==> src/rtl/spd_pkg.sv <==
// Shared constants and types for the serial pattern detector.
// No logic; latency and backpressure are defined by the modules that import it.
package spd_pkg;

  localparam int DEF_W     = 4;
  localparam int DEF_CNT_W = 8;

  localparam logic [DEF_W-1:0] DEF_PATTERN = 4'b1101;
  localparam logic             DEF_OVERLAP = 1'b1;

  // Fill counter must hold 0..W inclusive.
  localparam int FILL_W = $clog2(DEF_W + 1);

  typedef enum logic {
    MODE_DISJOINT = 1'b0,
    MODE_OVERLAP  = 1'b1
  } match_mode_e;

  function automatic int fill_width(input int w);
    return $clog2(w + 1);
  endfunction

endpackage

==> src/rtl/serial_pattern_detector_if.sv <==
// Bit-stream, configuration and status bundle for the serial pattern detector.
// Pure wiring: no latency; the source may stall simply by holding in_valid low.
interface serial_pattern_detector_if
  import spd_pkg::*;
#(
  parameter int W     = DEF_W,
  parameter int CNT_W = DEF_CNT_W
);

  logic             in_valid;
  logic             x;
  logic             cfg_load;
  logic [W-1:0]     cfg_pattern;
  logic             cfg_overlap;
  logic             z;
  logic [CNT_W-1:0] match_cnt;
  logic             armed;

  modport master (
    output in_valid,
    output x,
    output cfg_load,
    output cfg_pattern,
    output cfg_overlap,
    input  z,
    input  match_cnt,
    input  armed
  );

  modport slave (
    input  in_valid,
    input  x,
    input  cfg_load,
    input  cfg_pattern,
    input  cfg_overlap,
    output z,
    output match_cnt,
    output armed
  );

endinterface

==> src/rtl/sat_counter.sv <==
// Saturating up-counter with synchronous clear; holds at all-ones instead of wrapping.
// One-cycle update latency; no backpressure, inc is honoured every cycle clr is low.
module sat_counter
  import spd_pkg::*;
#(
  parameter int CNT_W = DEF_CNT_W
) (
  input  logic             clk,
  input  logic             resetn,
  input  logic             clr,
  input  logic             inc,
  output logic [CNT_W-1:0] cnt
);

  always_ff @(posedge clk) begin
    if (!resetn) begin
      cnt <= '0;
    end else if (clr) begin
      cnt <= '0;
    end else if (inc && (cnt != {CNT_W{1'b1}})) begin
      cnt <= cnt + CNT_W'(1);
    end
  end

endmodule

==> src/rtl/serial_pattern_detector.sv <==
// Matches the last W accepted bits of x against a loadable pattern, pulses z and counts hits.
// z is registered one cycle after the sampling edge; in_valid low simply stalls the history.
module serial_pattern_detector
  import spd_pkg::*;
#(
  parameter int           W           = DEF_W,
  parameter int           CNT_W       = DEF_CNT_W,
  parameter logic [W-1:0] RST_PATTERN = W'(DEF_PATTERN),
  parameter logic         RST_OVERLAP = DEF_OVERLAP
) (
  input  logic                       clk,
  input  logic                       resetn,
  serial_pattern_detector_if.slave   bus
);

  localparam int                    FILL_WIDTH = fill_width(W);
  localparam logic [FILL_WIDTH-1:0] FILL_MAX   = FILL_WIDTH'(W);
  localparam logic [FILL_WIDTH:0]   FILL_LIM   = (FILL_WIDTH + 1)'(W);

  logic [W-1:0]          pattern_q;
  match_mode_e           mode_q;
  logic [W-1:0]          hist_q;
  logic [W-1:0]          hist_d;
  logic [W-1:0]          nh;
  logic [FILL_WIDTH-1:0] fill_q;
  logic [FILL_WIDTH-1:0] fill_d;
  logic [FILL_WIDTH:0]   fill_inc;
  logic                  accept;
  logic                  hit;
  logic                  z_q;
  logic                  armed_q;
  logic [CNT_W-1:0]      cnt;

  // A bit arriving together with cfg_load belongs to the old configuration and is dropped.
  assign accept = bus.in_valid & ~bus.cfg_load;

  always_comb begin
    nh       = {hist_q[W-2:0], bus.x};
    fill_inc = {1'b0, fill_q} + (FILL_WIDTH + 1)'(1);
    hit      = accept && (nh == pattern_q) && (fill_inc >= FILL_LIM);
    hist_d   = hist_q;
    fill_d   = fill_q;

    if (bus.cfg_load) begin
      hist_d = '0;
      fill_d = '0;
    end else if (accept) begin
      hist_d = nh;
      if (hit) begin
        // Non-overlap mode forgets the matched bits so the next hit needs W fresh ones.
        fill_d = (mode_q == MODE_OVERLAP) ? FILL_MAX : '0;
      end else if (fill_inc >= FILL_LIM) begin
        fill_d = FILL_MAX;
      end else begin
        fill_d = fill_inc[FILL_WIDTH-1:0];
      end
    end
  end

  always_ff @(posedge clk) begin
    if (!resetn) begin
      pattern_q <= RST_PATTERN;
      mode_q    <= match_mode_e'(RST_OVERLAP);
      hist_q    <= '0;
      fill_q    <= '0;
      z_q       <= 1'b0;
      armed_q   <= 1'b0;
    end else begin
      if (bus.cfg_load) begin
        pattern_q <= bus.cfg_pattern;
        mode_q    <= match_mode_e'(bus.cfg_overlap);
      end
      hist_q  <= hist_d;
      fill_q  <= fill_d;
      z_q     <= hit;
      armed_q <= (fill_d == FILL_MAX);
    end
  end

  sat_counter #(
    .CNT_W (CNT_W)
  ) u_match_cnt (
    .clk    (clk),
    .resetn (resetn),
    .clr    (bus.cfg_load),
    .inc    (hit),
    .cnt    (cnt)
  );

  assign bus.z         = z_q;
  assign bus.match_cnt = cnt;
  assign bus.armed     = armed_q;

endmodule

==> src/flat_wrapper.sv <==
// flat-port wrapper written by rule: the top's interface ports become plain ports
module serial_pattern_detector_flat import spd_pkg::*;
#(
  parameter int           W           = DEF_W,
  parameter int           CNT_W       = DEF_CNT_W,
  parameter logic [W-1:0] RST_PATTERN = W'(DEF_PATTERN),
  parameter logic         RST_OVERLAP = DEF_OVERLAP
)
  (clk, resetn, bus_in_valid, bus_x, bus_cfg_load, bus_cfg_pattern, bus_cfg_overlap, bus_z, bus_match_cnt, bus_armed);
  serial_pattern_detector_if #(.W(W), .CNT_W(CNT_W)) bus_i ();
  input  logic clk;
  input  logic resetn;
  input wire logic [$bits(bus_i.in_valid)-1:0] bus_in_valid;
  input wire logic [$bits(bus_i.x)-1:0] bus_x;
  input wire logic [$bits(bus_i.cfg_load)-1:0] bus_cfg_load;
  input wire logic [$bits(bus_i.cfg_pattern)-1:0] bus_cfg_pattern;
  input wire logic [$bits(bus_i.cfg_overlap)-1:0] bus_cfg_overlap;
  output wire logic [$bits(bus_i.z)-1:0] bus_z;
  output wire logic [$bits(bus_i.match_cnt)-1:0] bus_match_cnt;
  output wire logic [$bits(bus_i.armed)-1:0] bus_armed;
  assign bus_i.in_valid = bus_in_valid;
  assign bus_i.x = bus_x;
  assign bus_i.cfg_load = bus_cfg_load;
  assign bus_i.cfg_pattern = bus_cfg_pattern;
  assign bus_i.cfg_overlap = bus_cfg_overlap;
  assign bus_z = bus_i.z;
  assign bus_match_cnt = bus_i.match_cnt;
  assign bus_armed = bus_i.armed;
  serial_pattern_detector #(.W(W), .CNT_W(CNT_W), .RST_PATTERN(RST_PATTERN), .RST_OVERLAP(RST_OVERLAP)) u_core (.clk(clk), .resetn(resetn), .bus(bus_i));
endmodule
==> config.mk <==
export PLATFORM = sky130hd
export DESIGN_NAME = serial_pattern_detector_flat
export DESIGN_NICKNAME = d
export VERILOG_FILES = /design/src/rtl/spd_pkg.sv /design/src/rtl/serial_pattern_detector_if.sv /design/src/rtl/sat_counter.sv /design/src/rtl/serial_pattern_detector.sv /design/src/flat_wrapper.sv
export SDC_FILE = /design/constraint.sdc
export NUM_CORES = 1
export LEC_CHECK = 0
export ABC_AREA = 1
export CELL_PAD_IN_SITES_DETAIL_PLACEMENT = 0
export CELL_PAD_IN_SITES_GLOBAL_PLACEMENT = 2
export CORE_MARGIN = 8
export CORE_UTILIZATION = 30
export CTS_CLUSTER_DIAMETER = 80
export DETAILED_ROUTE_END_ITERATION = 7
export GPL_TIMING_DRIVEN = 0
export HOLD_SLACK_MARGIN = 0.03
export PLACE_DENSITY = 0.83
export SYNTH_ARGS = -nofsm -noshare
export SYNTH_HDL_FRONTEND = slang
export SYNTH_SLANG_ARGS = --single-unit
==> constraint.sdc <==
create_clock -name clk -period 1.9 [get_ports clk]
set_input_delay 0.285 -clock clk [delete_from_list [all_inputs] [get_ports clk]]
set_output_delay 0.285 -clock clk [all_outputs]
set_load 0.005 [all_outputs]
==> flow_metrics.env, run 1 <==
export IMPL_status="finished, final reports clean"
export IMPL_overflow=0
export IMPL_drt_iter0_markers=44
export IMPL_die_w_microns=76.6
export IMPL_path_cells="clkdlybuf4s50_1 > inv_2 > nor2_4 > inv_2 > nor2_4 > nand3_2 > nand2_1 > a21oi_1"
export IMPL_syn2layout_area_growth_pct=26.9
export IMPL_required_ns=2.03
export IMPL_critPathBufInv=3
export IMPL_grt_pass1_vias=1048
export IMPL_path_clk_slew_ns=0.08
export IMPL_p_per_area_nw_per_um2=602
export IMPL_slew_headroom_pct=78.7
export IMPL_insertedDiodeCount=0
export IMPL_yosysTopAreaCellShare_pct=38.2
export IMPL_synth_area_top_cells="dfxtp_1 38%, nand2_1 15%, inv_1 7.5%"
export IMPL_start_kind="input port"
export IMPL_die_h_microns=76.6
export IMPL_postCtsSetupRepairBufs=0
export IMPL_cp_slowest_stage_delay_ns=0.60
export IMPL_gp_congestion=0.779
export IMPL_nets=195
export IMPL_io_pins=20
export IMPL_power_total_w=0.000841
export IMPL_grt_usage_pct=9.44
export IMPL_whs_ns=0.472
export IMPL_syn_nets=171
export IMPL_synth_avg_cell_area_sq_um=6.92
export IMPL_cp_top_family="buffers and inverters"
export IMPL_io_buffer_count=19
export IMPL_cts_resized=0
export IMPL_max_freq_mhz=598
export IMPL_cts_tree="done"
export IMPL_coreArea_sq_um=3610
export IMPL_grt_first_pass_wirelength_mm=4.73
export IMPL_rsz0062_at_grt="false"
export IMPL_syn_area_sq_um=1100
export IMPL_yosysTopAreaCell="dfxtp_1"
export IMPL_synth_common_cells="45 x nand2_1, 22 x inv_1, 21 x dfxtp_1"
export IMPL_ant_nets=0
export IMPL_critPathKind="input port to flip-flop"
export IMPL_drt_first_pass_iters=4
export IMPL_initial_core_util_pct=30.5
export IMPL_clockBufferDepth=2
export IMPL_fin_skew_ns=0.00835
export IMPL_ys_seq_area_share_pct=38.2
export IMPL_dp_hpwl_mm=2.10
export IMPL_hold_viol=0
export IMPL_tightest_slew_ns=0.318
export IMPL_cap_violations=0
export IMPL_final_setup_worst_slack_ns=0.227
export IMPL_clk_latency_ns=0.26
export IMPL_synth_async_reset_ratio_pct=0
export IMPL_end_kind="flip-flop"
export IMPL_antenna_found_initial=0
export IMPL_htree_num_levels=1
export IMPL_power_leakage_nw=0.591
export IMPL_cts_sinks=21
export IMPL_slew_violations=0
export IMPL_final_util_pct=38.8
export IMPL_irDropWorstVdd_mv=0.370
export IMPL_synthFlopType="dfxtp_1"
export IMPL_ys_ff_latch=21
export IMPL_grt_max_degree=13
export IMPL_fin_crit_sh_pct=88.1
export IMPL_synthCells=159
export IMPL_die_area_sq_um=5860
export IMPL_hold_class="flip-flop to flip-flop"
export IMPL_holdBufCountCts=0
export IMPL_ys_warnings_count=0
export IMPL_viasPerCell=4.58
export IMPL_synth_most_common_cell="nand2_1"
export IMPL_rows=22
export IMPL_drc=0
export IMPL_path_max_fanout=8
export IMPL_timing_final_crit_period_ns=1.67
export IMPL_dp_slack_ns=-0.0589
export IMPL_synth_edf_count=0
export IMPL_totalWireLength_mm=2.60
export IMPL_drive_gt1_share_pct=7.69
export IMPL_clk_root_buffer_cell="clkbuf_8"
export IMPL_numCtsBuffers=3
export IMPL_crit_slowest_cell="clkdlybuf4s50_1"
export IMPL_setup_viol_count_final=0
export IMPL_yosysUniqueCellTypes=20
export IMPL_wl_per_cell_microns=11.3
export IMPL_dr_total_vias=1054
export IMPL_critPathArrivalTime_ns=1.81
[tightest hold or removal path, cell delays in order, from the launching register on]
cell     delay (ns)
dfxtp_1        0.30
inv_1          0.06
o21ai_0        0.07
[power breakdown]
part / switching [W] / internal, W / total, W
clock: 0.000146 / 0.000146 / 0.000291
combinational: 0.0000524 / 0.0000377 / 0.0000901
sequential: 0.00000681 / 0.000452 / 0.000459
[registers in the layout, summed over array words and instances (netlist names)]
signal	count
u_core.bus.z	1
u_core.hist_q	3
u_core.pattern_q	4
u_core.u_match_cnt.cnt	8
u_core.mode_q	1
u_core.bus.armed	1
u_core.fill_q	3
[stage by stage]
step / setup TNS (ns) / cell area, sq um / std cells
floorplan: 0 / 1100 / 159
global placement: -0.246 / 1350 / 226
detailed placement: -0.322 / 1350 / 226
CTS: 0 / 1400 / 230
global route: 0 / 1400 / 230
finish: 0 / 1400 / 230
[placed cells by master, fill, tap and decap left out, drive strengths merged]
cell / Yosys / routed
clkbuf: 0 / 3
o21ai: 11 / 11
ha: 2 / 2
nor4: 1 / 1
buf: 2 / 2
o221ai: 1 / 1
inv: 24 / 24
nand3b: 2 / 2
nand4: 8 / 8
nor3: 1 / 1
xnor2: 2 / 2
clkdlybuf4s50: 0 / 19
dfxtp: 21 / 21
a21oi: 16 / 16
nand2: 45 / 45
nor2: 14 / 14
nand3: 8 / 8
clkinv: 0 / 1
xor2: 1 / 1
[worst paths after layout]
kind                          startpoint                                endpoint  slack [ns]  cells after the start
max                         bus_in_valid  u_core.u_match_cnt.cnt[2]$_SDFFE_PP0P_        0.23                      8
min           u_core.mode_q$_SDFFE_PN1P_              u_core.mode_q$_SDFFE_PN1P_        0.47                      2
max reg2reg  u_core.fill_q[0]$_SDFF_PN0_  u_core.u_match_cnt.cnt[2]$_SDFFE_PP0P_        0.46                      9
min reg2reg   u_core.mode_q$_SDFFE_PN1P_              u_core.mode_q$_SDFFE_PN1P_        0.47                      2
[cell type report]
cell class / count / area [sq um]
Inverter: 24 / 90.1
Clock buffer: 3 / 41.3
Timing Repair Buffer: 19 / 190
Clock inverter: 1 / 5.00
Multi-Input combinational cell: 112 / 581
Tap cell: 48 / 60.1
Buffer: 2 / 10.0
Sequential cell: 21 / 420
Fill cell: 396 / 2210
[metal layers]
layer	vias up	track usage [%]	part of all wire, %
li1	565	-	-
met1	469	11.6	49
met2	20	15.9	46
met3	0	2.95	5.4
met4	0	1.73	0
met5	-	0	0
[logic make-up after synthesis]
family	after synthesis	synth area share (%)
flip-flops	21	38.2
AND/OR/NAND/NOR	79	35.0
buffers and inverters	26	9.09
AO/OA/AOI/OAI	28	13.1
adder cells (fa/ha/maj)	2	2.27
XOR/XNOR	3	2.39
Note: power is estimated with default switching activity, not from simulation.
==> run 2, diff against run 1 <==
--- a/config.mk
+++ b/config.mk
@@ -10,7 +10,7 @@
 export CELL_PAD_IN_SITES_GLOBAL_PLACEMENT = 2
 export CORE_MARGIN = 8
 export CORE_UTILIZATION = 30
-export CTS_CLUSTER_DIAMETER = 80
+export CTS_CLUSTER_DIAMETER = 150
 export DETAILED_ROUTE_END_ITERATION = 7
 export GPL_TIMING_DRIVEN = 0
 export HOLD_SLACK_MARGIN = 0.03
==> results of run 2 <==
The final DEF is identical to that of run 1; final timing and power are the same.
